<file path="config.mk">
export PLATFORM = sky130hd
export DESIGN_NAME = comparador_canales
export DESIGN_NICKNAME = d
export VERILOG_FILES = /design/src/rtl/comparador_pkg.sv /design/src/rtl/comparador_canal.sv /design/src/rtl/comparador_canales.sv
export SDC_FILE = /design/constraint.sdc
export NUM_CORES = 1
export LEC_CHECK = 0
export CAP_MARGIN = 20
export CORE_MARGIN = 2
export CORE_UTILIZATION = 44
export CTS_CLUSTER_DIAMETER = 60
export DETAILED_ROUTE_END_ITERATION = 10
export GPL_TIMING_DRIVEN = 0
export PLACE_DENSITY = 0.8
export SYNTH_ARGS = -nofsm -noshare
export SYNTH_HDL_FRONTEND = slang
export SYNTH_SLANG_ARGS = --single-unit
</file>
<file path="constraint.sdc">
create_clock -name clk -period 2.5 [get_ports clk]
set_input_delay 0.5 -clock clk [delete_from_list [all_inputs] [get_ports clk]]
set_output_delay 0.5 -clock clk [all_outputs]
set_load 0.005 [all_outputs]
</file>
<file path="src/rtl/comparador_pkg.sv">
// comparador_pkg: result codes and the shared magnitude-compare function
package comparador_pkg;
  localparam int RES_W = 3;
  localparam int ANCHO_MAX = 32;
  localparam logic [RES_W-1:0] RES_MAYOR = 3'b100;
  localparam logic [RES_W-1:0] RES_MENOR = 3'b010;
  localparam logic [RES_W-1:0] RES_IGUAL = 3'b001;
  localparam logic [RES_W-1:0] RES_NINGUNO = 3'b000;
  // Operands arrive MSB-aligned so one width serves any ANCHO in both modes
  function automatic logic [RES_W-1:0] comparar(input logic [ANCHO_MAX-1:0] a, input logic [ANCHO_MAX-1:0] b, input logic signo);
    logic mayor;
    mayor = signo ? ($signed(a) > $signed(b)) : (a > b);
    return (a == b) ? RES_IGUAL : mayor ? RES_MAYOR : RES_MENOR;
  endfunction
endpackage

</file>
<file path="src/rtl/comparador_canal.sv">
// comparador_canal: one channel's compare, persistence tracking and output registers
module comparador_canal
  import comparador_pkg::*;
#(
  parameter int ANCHO = 4,
  parameter int UMBRAL = 3
) (
  input  logic             clk,
  input  logic             rst_n,
  input  logic             carga,
  input  logic             signo,
  input  logic [ANCHO-1:0] a,
  input  logic [ANCHO-1:0] b,
  output logic [RES_W-1:0] salida,
  output logic             estable,
  output logic             cambio
);
  localparam int CW = $clog2(UMBRAL + 1);
  logic [ANCHO_MAX-1:0] a_al, b_al;
  logic [RES_W-1:0] ultimo, r;
  logic [CW-1:0] cuenta, cuenta_n;
  always_comb begin
    a_al = ANCHO_MAX'(a) << (ANCHO_MAX - ANCHO);
    b_al = ANCHO_MAX'(b) << (ANCHO_MAX - ANCHO);
    r = comparar(a_al, b_al, signo);
    cuenta_n = (r != ultimo) ? CW'(1) : (cuenta >= CW'(UMBRAL)) ? cuenta : cuenta + 1'b1;
  end
  always_ff @(posedge clk) begin
    if (!rst_n) begin
      ultimo <= RES_NINGUNO;
      cuenta <= '0;
      estable <= 1'b0;
      cambio <= 1'b0;
    end else if (carga) begin
      ultimo <= r;
      cuenta <= cuenta_n;
      estable <= cuenta_n >= CW'(UMBRAL);
      cambio <= r != ultimo;
    end
  end
  // The visible result is always the last accepted one
  assign salida = ultimo;
endmodule

</file>
<file path="src/rtl/comparador_canales.sv">
// comparador_canales: CANALES parallel magnitude comparators behind a one-stage valid/ready register
module comparador_canales
  import comparador_pkg::*;
#(
  parameter int ANCHO = 4,
  parameter int CANALES = 2,
  parameter int UMBRAL = 3
) (
  input  logic                     clk,
  input  logic                     rst_n,
  input  logic                     modo_signo,
  input  logic                     valido_in,
  output logic                     listo_in,
  input  logic [CANALES*ANCHO-1:0] entradaA,
  input  logic [CANALES*ANCHO-1:0] entradaB,
  output logic                     valido_out,
  input  logic                     listo_out,
  output logic [CANALES*RES_W-1:0] salida,
  output logic [CANALES-1:0]       estable,
  output logic [CANALES-1:0]       cambio
);
  logic acepta;
  assign listo_in = !rst_n || !valido_out || listo_out;
  assign acepta = valido_in && listo_in;
  always_ff @(posedge clk) begin
    if (!rst_n) valido_out <= 1'b0;
    else valido_out <= acepta || (valido_out && !listo_out);
  end
  for (genvar i = 0; i < CANALES; i++) begin : g_canal
    comparador_canal #(.ANCHO(ANCHO), .UMBRAL(UMBRAL)) u_canal (
      .clk(clk),
      .rst_n(rst_n),
      .carga(acepta),
      .signo(modo_signo),
      .a(entradaA[i*ANCHO +: ANCHO]),
      .b(entradaB[i*ANCHO +: ANCHO]),
      .salida(salida[i*RES_W +: RES_W]),
      .estable(estable[i]),
      .cambio(cambio[i])
    );
  end
endmodule

</file>
# Word level (Yosys, flattened, before mapping)
# Cells that the tools add are included.
[totals]
in_bits = 21
reg_bits = 15
elab_cells = 41
output_inout_bits = 12
[op_classes]
n_lt_le_gt_ge = 8
add_sub_neg = 2
n_mux = 10
n_eq_ne = 4
reduce_logical = 8
[ops]
columns = ["operator", "n"]
rows = [
  ["$gt 32x32->1", 4],
  ["$mux 3", 4],
  ["$eq 4x4->1", 2],
  ["$ge 2x2->1 const B", 4],
  ["$mux 2", 4],
  ["$ne 3x3->1", 2],
  ["$add 2x1->2 const B", 2],
  ["$logic_not 1->1", 3],
  ["$logic_or 1x1->1", 3],
  ["$logic_and 1x1->1", 2],
  ["$mux 1", 2],
]

# Depth between registers and ports, before layout
# Gate-level depths: netlist of the first run.
[logic_depth]
word_depth = 7
depth_mapped = 7
ltp_nobuf = 7

# Modules after synthesis
# From an unflattened synthesis of the first run, not the netlist that was laid out.
[unflattened]
hier_cells = 123
area_unflattened_um2 = 1048.5
[modules_own_cells]
columns = ["module", "seq_area_each_um2", "cells_each", "n_inst", "area_per_inst_um2"]
rows = [
  ["comparador_canal", 140.1, 59, 2, 494.2],
  ["comparador_canales", 20.0, 5, 1, 60.1],
]

# Worst setup path after synthesis of the first run
# Ideal clock, no wire load.
[synth_path]
kind = "input-to-reg"
startpoint = "in entradaB[7]"
endpoint = "reg g_canal[1].u_canal.estable"
stages = 7
n_path_buf = 0
t_required_ps = 2383
setup_time_ps = 117
arrival_ps = 1826
slack_ps = 557
cell_sequence = "inv_1 -> ha_1 -> nand4_4 -> a32o_1 -> a21o_1 -> a21o_1 -> a32o_1"
[synth_via]
elab_chain_cells = 7
elab_cells_between_ends = 9
classes_between = "order compare: 3; eq/ne: 2; mux: 4"
[synth_rtl]
columns = ["element", "line", "rtl"]
rows = [
  ["start, declared", "comparador_canales.sv:15", "input logic [CANALES*ANCHO-1:0] entradaB,"],
  ["$gt 32x32->1", "comparador_pkg.sv:12", "mayor = signo ? ($signed(a) > $signed(b)) : (a > b);"],
  ["$mux 1", "comparador_pkg.sv:12", ""],
  ["$mux 3", "comparador_pkg.sv:13", "return (a == b) ? RES_IGUAL : mayor ? RES_MAYOR : RES_MENOR;"],
  ["$mux 3 *", "comparador_pkg.sv:13", ""],
  ["$ne 3x3->1 *", "comparador_canal.sv:26", "cuenta_n = (r != ultimo) ? CW'(1) : (cuenta >= CW'(UMBRAL)) ? cuenta : cuenta + 1'b1;"],
  ["$mux 2 *", "comparador_canal.sv:26", ""],
  ["$ge 2x2->1 *", "comparador_canal.sv:37", "estable <= cuenta_n >= CW'(UMBRAL);"],
  ["end signal, assigned", "comparador_canal.sv:37", ""],
  ["end, declared", "comparador_canal.sv:15", "output logic estable,"],
]
# Every way passes the cells marked *; elsewhere a longest branch is shown, timed or not.
# A chain may end at the register's enable or synchronous reset.

# Worst setup path in the final report of the first run
[layout_path]
startpoint = "in entradaB[3]"
endpoint = "reg g_canal[0].u_canal.cuenta[1]"
[layout_via]
elab_chain_cells = 6
elab_cells_between_ends = 8
classes_between = "order compare: 2; eq/ne: 2; mux: 4"
[layout_rtl]
columns = ["element", "line", "rtl"]
rows = [
  ["$gt 32x32->1", "comparador_pkg.sv:12", ""],
  ["$mux 1", "comparador_pkg.sv:12", ""],
  ["$mux 3", "comparador_pkg.sv:13", ""],
  ["$mux 3 *", "comparador_pkg.sv:13", ""],
  ["$ne 3x3->1 *", "comparador_canal.sv:26", ""],
  ["$mux 2 *", "comparador_canal.sv:26", ""],
  ["end signal, assigned", "comparador_canal.sv:36", "cuenta <= cuenta_n;"],
  ["end, declared", "comparador_canal.sv:21", "logic [CW-1:0] cuenta, cuenta_n;"],
]
# Marks and branches as above.

==> impl_metrics.toml, run 1 <==
[run_status]
outcome = "complete, no violations"

[floorplanning]
die_x_um = 50.89
rows = 16
die_h_um = 50.89
die_area_mm2 = 0.002589
io_pins = 33
initial_utilization_pct = 47.83
core_area_mm2 = 0.002022

[final_layout]
synthToLayoutAreaGrowth_pct = 38.42
postLayoutCoreUtil_pct = 66.21
n_antenna_cell = 0
multi_input_area_um2 = 580.6
drive_above_1_share_pct = 7.742
nFillCells = 172
layout.nets = 185
layout_commonest_cell = "clkdlybuf4s50_1"
final_cell_mix = "31 x clkdlybuf4s50_1, 15 x nand2_1, 15 x dfxtp_1, 10 x inv_1, 10 x o21ai_0"
register_area_um2 = 300.3

[detailed_routing]
drtPass1Iterations = 4
vias_per_cell = 5.159
met1_length_um = 935
wl_met2_mm = 1.074
vias = 939
top_layer = "met4"
routed_wl_mm = 2.147
ant_nets = 0
drt-initial-drc-count = 16
post_drt_wl_per_cell_um = 11.80
wl_met3_um = 126
drc_errors = 0

[sta]
finalCriticalPeriod_ns = 2.282
fin_setup_tns_ns = 0
hold_violations = 0
max_freq_mhz = 438.1
worst_pin_slew_ns = 0.3765
rsz0062_at_grt = "no"
maxSlewViolCount = 0
relSlewSlack_pct = 74.75
fin_crit_sh_pct = 91.30
setup_violations = 0
fin_skew_ns = 0.01017

[pwr]
power_frac_comb_pct = 30.2
ir_drop_mv = 0.3628
power_density_mw_per_mm2 = 436.6
p_leak_nw = 0.6006
seqPwrFrac_pct = 46.0
p_sw_w = 0.0001699
intPower_w = 0.0004146
clockPowerShare_pct = 23.8
p_sw_share_pct = 29.06

[placed_design]
portBuffers = 31
place_congestion = 0.7835
dp_hpwl_mm = 1.717

[critical_path]
cp_data_arrival_time_ns = 2.51
critPathMaxFanout = 4
worst_setup_path_end_kind = "flip-flop"
crit_type = "in2reg"
critPathRequiredTime_ns = 2.73
critPathLaunchType = "primary input"

[synthesis]
syn-num-nets = 149
synth_warnings = 0
ys_seq_area_share_pct = 31.05
ys_types = 30
syn-mean-instance-area_um2 = 8.060
syn_area_um2 = 967.2
synth_cells = 120
synth-seq-cells = 15

[clocking]
clk_path_buf_depth = 2
cts_resized = 0
clock_sinks = 15
postCtsSetupRepairBufs = 0
ctsRootBufferMaster = "clkbuf_4"
clock_latency_ns = 0.29
ctsHoldBuffers = 0
ctsHtreeMaxLevel = 1
cts_tree = "done"
numCtsBuffers = 3
clk_pin_slew_ns = 0.08

[global_route]
grt_max_degree = 11
overflow = 0
grt_antenna_before_repair = 0
grt_pass1_vias = 885
grtUsageTotal_pct = 18.35
grt_first_pass_wirelength_mm = 3.636

[worst_hold_path]
min_path_type = "reg2reg"

[job]
drv_cap = 0
## registers in the layout, indices dropped and copies added (netlist names)
name                     cells
g_canal.u_canal.cambio       2
g_canal.u_canal.estable      2
g_canal.u_canal.cuenta       4
g_canal.u_canal.salida       6
valido_out                   1
## path summary, 6_finish.rpt
check,slack (ns),startpoint,to,cells past startpoint
setup / recovery,0.22,entradaB[3],g_canal[0].u_canal.cuenta[1],8
hold / removal,0.49,g_canal[0].u_canal.cuenta[1],g_canal[0].u_canal.cuenta[0],2
setup reg to reg,1.10,g_canal[1].u_canal.salida[1],g_canal[1].u_canal.estable,5
hold reg to reg,0.49,g_canal[0].u_canal.cuenta[1],g_canal[0].u_canal.cuenta[0],2
## synth_stat cells
cell       instances  share of area [%]
dfxtp_1           15                 31
nand2_1           15                5.8
inv_1             10                3.9
o21ai_0           10                5.2
ha_1               8                 10
nor2_1             7                2.7
nor2b_1            7                4.5
and2_1             5                3.2
buf_4              4                3.1
a21boi_1           3                2.3
a21oi_1            3                1.6
a31oi_1            3                1.9
a32o_1             3                3.1
buf_2              3                1.6
mux2i_1            3                3.1
a211oi_1           2                1.6
a21o_1             2                1.6
and3_1             2                1.3
nand3_1            2                1.0
nand3b_1           2                1.6
o211ai_1           2                1.6
a2bb2oi_1          1               0.91
clkbuf_1           1               0.39
nand2b_1           1               0.65
nand4_1            1               0.65
nand4_4            1                2.2
o21ai_1            1               0.52
o221a_1            1                1.2
o22ai_1            1               0.65
xor2_1             1               0.91
## power by group through the flow
stage          Clock [W]  Combinational [W]  Sequential, W
6_report        0.000139           0.000177       0.000269
5_1_grt         0.000156           0.000196       0.000271
4_1_cts         0.000145           0.000179       0.000269
3_5_place_dp           0           0.000177       0.000274
3_3_place_gp           0           0.000173       0.000273
2_1_floorplan          0           0.000103       0.000272
## layout make-up
class                      instances  area share (%)
timing repair buffer              31           23.18
multi-input combinational         87           43.36
buffer                             8           3.645
tap                               27           2.523
clock inverter                     1          0.3738
inverter                          10           2.804
sequential                        15           22.43
clock buffer                       3           1.682
## metal layers
metal	global-route usage (%)	up-vias
met1	20.15	428
met5	0	-
met3	5.556	2
li1	-	482
met2	34.43	27
met4	4.054	0
## logic make-up (layout without fill, tap and decap cells)
| kind of cell | after synthesis | count (layout) | share of synthesized area [%] |
|---|---|---|---|
| AO/OA/AOI/OAI | 32 | 32 | 21.99 |
| XOR/XNOR | 1 | 1 | 0.9057 |
| adder cells (fa/ha/maj) | 8 | 8 | 10.35 |
| buffers and inverters | 18 | 53 | 8.926 |
| flip-flops | 15 | 15 | 31.05 |
| multiplexers | 3 | 3 | 3.105 |
| AND/OR/NAND/NOR | 43 | 43 | 23.67 |
## metrics by stage
stage	area (µm²)	worst slack, ns	cells	total power [W]	hold WS [ns]
floorplan	967.2	0.5571	120	0.0003752	0.4412
global placement	1311	-0.04367	178	0.0004457	0.4626
detailed placement	1311	-0.08108	178	0.0004515	0.4825
CTS	1339	0.2081	182	0.0005927	0.4957
global route	1339	0.06838	182	0.0006240	0.5247
finish	1339	0.2176	182	0.0005845	0.4913
## critical path, cell delays in order
cell	delay, ns
clkdlybuf4s50_1	0.45
inv_1	0.04
ha_1	0.30
nand4_1	0.19
o21ai_0	0.11
a31oi_1	0.30
mux2i_1	0.39
o221a_1	0.23
Power figures use the tool's default switching activity.
==> run 2, diff against run 1 <==
--- a/config.mk
+++ b/config.mk
@@ -5,13 +5,14 @@
 export SDC_FILE = /design/constraint.sdc
 export NUM_CORES = 1
 export LEC_CHECK = 0
+export ABC_CLOCK_PERIOD_IN_PS = 2500
 export CAP_MARGIN = 20
 export CORE_MARGIN = 2
 export CORE_UTILIZATION = 44
-export CTS_CLUSTER_DIAMETER = 60
 export DETAILED_ROUTE_END_ITERATION = 10
 export GPL_TIMING_DRIVEN = 0
 export PLACE_DENSITY = 0.8
+export RECOVER_POWER = 100
 export SYNTH_ARGS = -nofsm -noshare
 export SYNTH_HDL_FRONTEND = slang
 export SYNTH_SLANG_ARGS = --single-unit
==> impl_metrics.toml, run 2 (synthesized netlist as in run 1, its figures left out) <==
[clocking]
cts_tree = "done"
clk_path_buf_depth = 2
ctsHoldBuffers = 0
cts_resized = 0
clock_sinks = 15
postCtsSetupRepairBufs = 0
ctsHtreeMaxLevel = 1
numCtsBuffers = 3
clk_pin_slew_ns = 0.08
clock_latency_ns = 0.29
ctsRootBufferMaster = "clkbuf_4"

[floorplanning]
rows = 16
die_h_um = 50.89
die_area_mm2 = 0.002589
initial_utilization_pct = 47.83
core_area_mm2 = 0.002022
die_x_um = 50.89
io_pins = 33

[critical_path]
r2r_start = "valido_out"
cp_data_arrival_time_ns = 1.88
r2r_end = "g_canal[1].u_canal.cuenta[1]"
critPathRequiredTime_ns = 2.00
crit_type = "in2out"
critPathLaunchType = "primary input"
r2r_slack_ns = 1.06
critPathMaxFanout = 5
rr_worst_depth = 5
worst_setup_path_end_kind = "output pin"

[worst_hold_path]
min_path_type = "reg2reg"
min_to = "g_canal[0].u_canal.cuenta[0]"
min_from = "g_canal[0].u_canal.cuenta[1]"
worstHoldPathCells = 2

[final_layout]
final_area_mm2 = 0.001338
drive_above_1_share_pct = 7.097
final_cell_mix = "17 x clkdlybuf4s50_1, 15 x nand2_1, 15 x dfxtp_1, 14 x dlygate4sd3_1, 11 x o21ai_0"
synthToLayoutAreaGrowth_pct = 38.29
n_antenna_cell = 0
layout.nets = 185
nFillCells = 173
largest_reg_flops = 6
layout_commonest_cell = "clkdlybuf4s50_1"

[sta]
hold_violations = 0
relSlewSlack_pct = 71.39
fin_ws_ns = 0.1216
maxSlewViolCount = 0
fin_crit_sh_pct = 95.14
finalCriticalPeriod_ns = 2.378
worst_pin_slew_ns = 0.4292
rsz0062_at_grt = "no"
setup_violations = 0
max_freq_mhz = 420.5
fin_skew_ns = 0.01044

[global_route]
grtUsageTotal_pct = 18.35
grt_antenna_before_repair = 0
grt_pass1_vias = 885
overflow = 0
grt_max_degree = 11
grt_first_pass_wirelength_mm = 3.636

[detailed_routing]
vias_per_cell = 5.148
ant_nets = 0
drtPass1Iterations = 4
vias = 937
drt-initial-drc-count = 18
drc_errors = 0
post_drt_wl_per_cell_um = 11.77
routed_wl_mm = 2.142

[placed_design]
dpl_cell_area_mm2 = 0.001311
portBuffers = 31
pre_cts_slack_ns = -0.08108
place_congestion = 0.7835
dp_hpwl_mm = 1.717

[pwr]
p_leak_nw = 0.6228
power_density_mw_per_mm2 = 432.4
ir_drop_mv = 0.3604

[job]
drv_cap = 0

[run_status]
outcome = "complete, no violations"
## run 2: changes by cell type in the layout (fill, tap and decap cells not counted), sizes merged
cell           before  now
buf                 7    6
dlygate4sd3         0   14
clkdlybuf4s50      31   17
clkbuf              4    5
## run 2: final cells by class
cell class	instances	area, µm²	area share, %
timing repair buffer	31	310.3	23.20
inverter	10	37.54	2.806
buffer	8	47.55	3.555
clock inverter	1	5.005	0.3742
clock buffer	3	22.52	1.684
sequential	15	300.3	22.45
multi-input combinational	87	580.6	43.41
tap	27	33.78	2.526
## run 2: worst max path at each step
| stage | from | end | slack [ns] | cells after the start |
|---|---|---|---|---|
| 6_report | listo_out | listo_in | 0.12 | 3 |
| 5_1_grt | listo_out | listo_in | 0.06 | 3 |
| 4_1_cts | entradaB[3] | g_canal[0].u_canal.cuenta[1] | 0.21 | 8 |
| 3_5_place_dp | entradaB[3] | g_canal[0].u_canal.cuenta[1] | -0.08 | 8 |
| 3_3_place_gp | entradaB[3] | g_canal[0].u_canal.cuenta[1] | -0.04 | 8 |
| 2_1_floorplan | entradaB[7] | g_canal[1].u_canal.estable | 0.56 | 7 |
## run 2: through the flow
stage	power (W)	hold slack [ns]	setup TNS [ns]	utilization, %	std cells
after global placement	0.0004457	0.4626	-0.09551	64.85	178
after CTS	0.0005927	0.4957	0	66.21	182
after floorplan	0.0003752	0.4412	0	-	120
after detailed placement	0.0004515	0.4825	-0.2267	64.85	178
final	0.0005784	0.4918	0	66.15	182
after global routing	0.0006169	0.5247	0	66.15	182
## run 2: metal layers
layer | vias to the layer above | global-route usage [%] | share of wire, %
li1 | 483 | - | -
met1 | 432 | 20.15 | 43
met2 | 19 | 34.43 | 51
met3 | 3 | 5.556 | 4.9
met4 | 0 | 4.054 | 0.56
met5 | - | 0 | 0
## run 2: where the power goes
group,switching (W),internal [W]
clock,0.0000801,0.0000595
sequential,0.0000135,0.000255
combinational,0.0000762,0.0000940
total,0.000170,0.000409
## run 2: critical path, stage by stage
cell and delay, ns:
dlygate4sd3_1 0.53, nand3b_1 0.23, dlygate4sd3_1 0.62
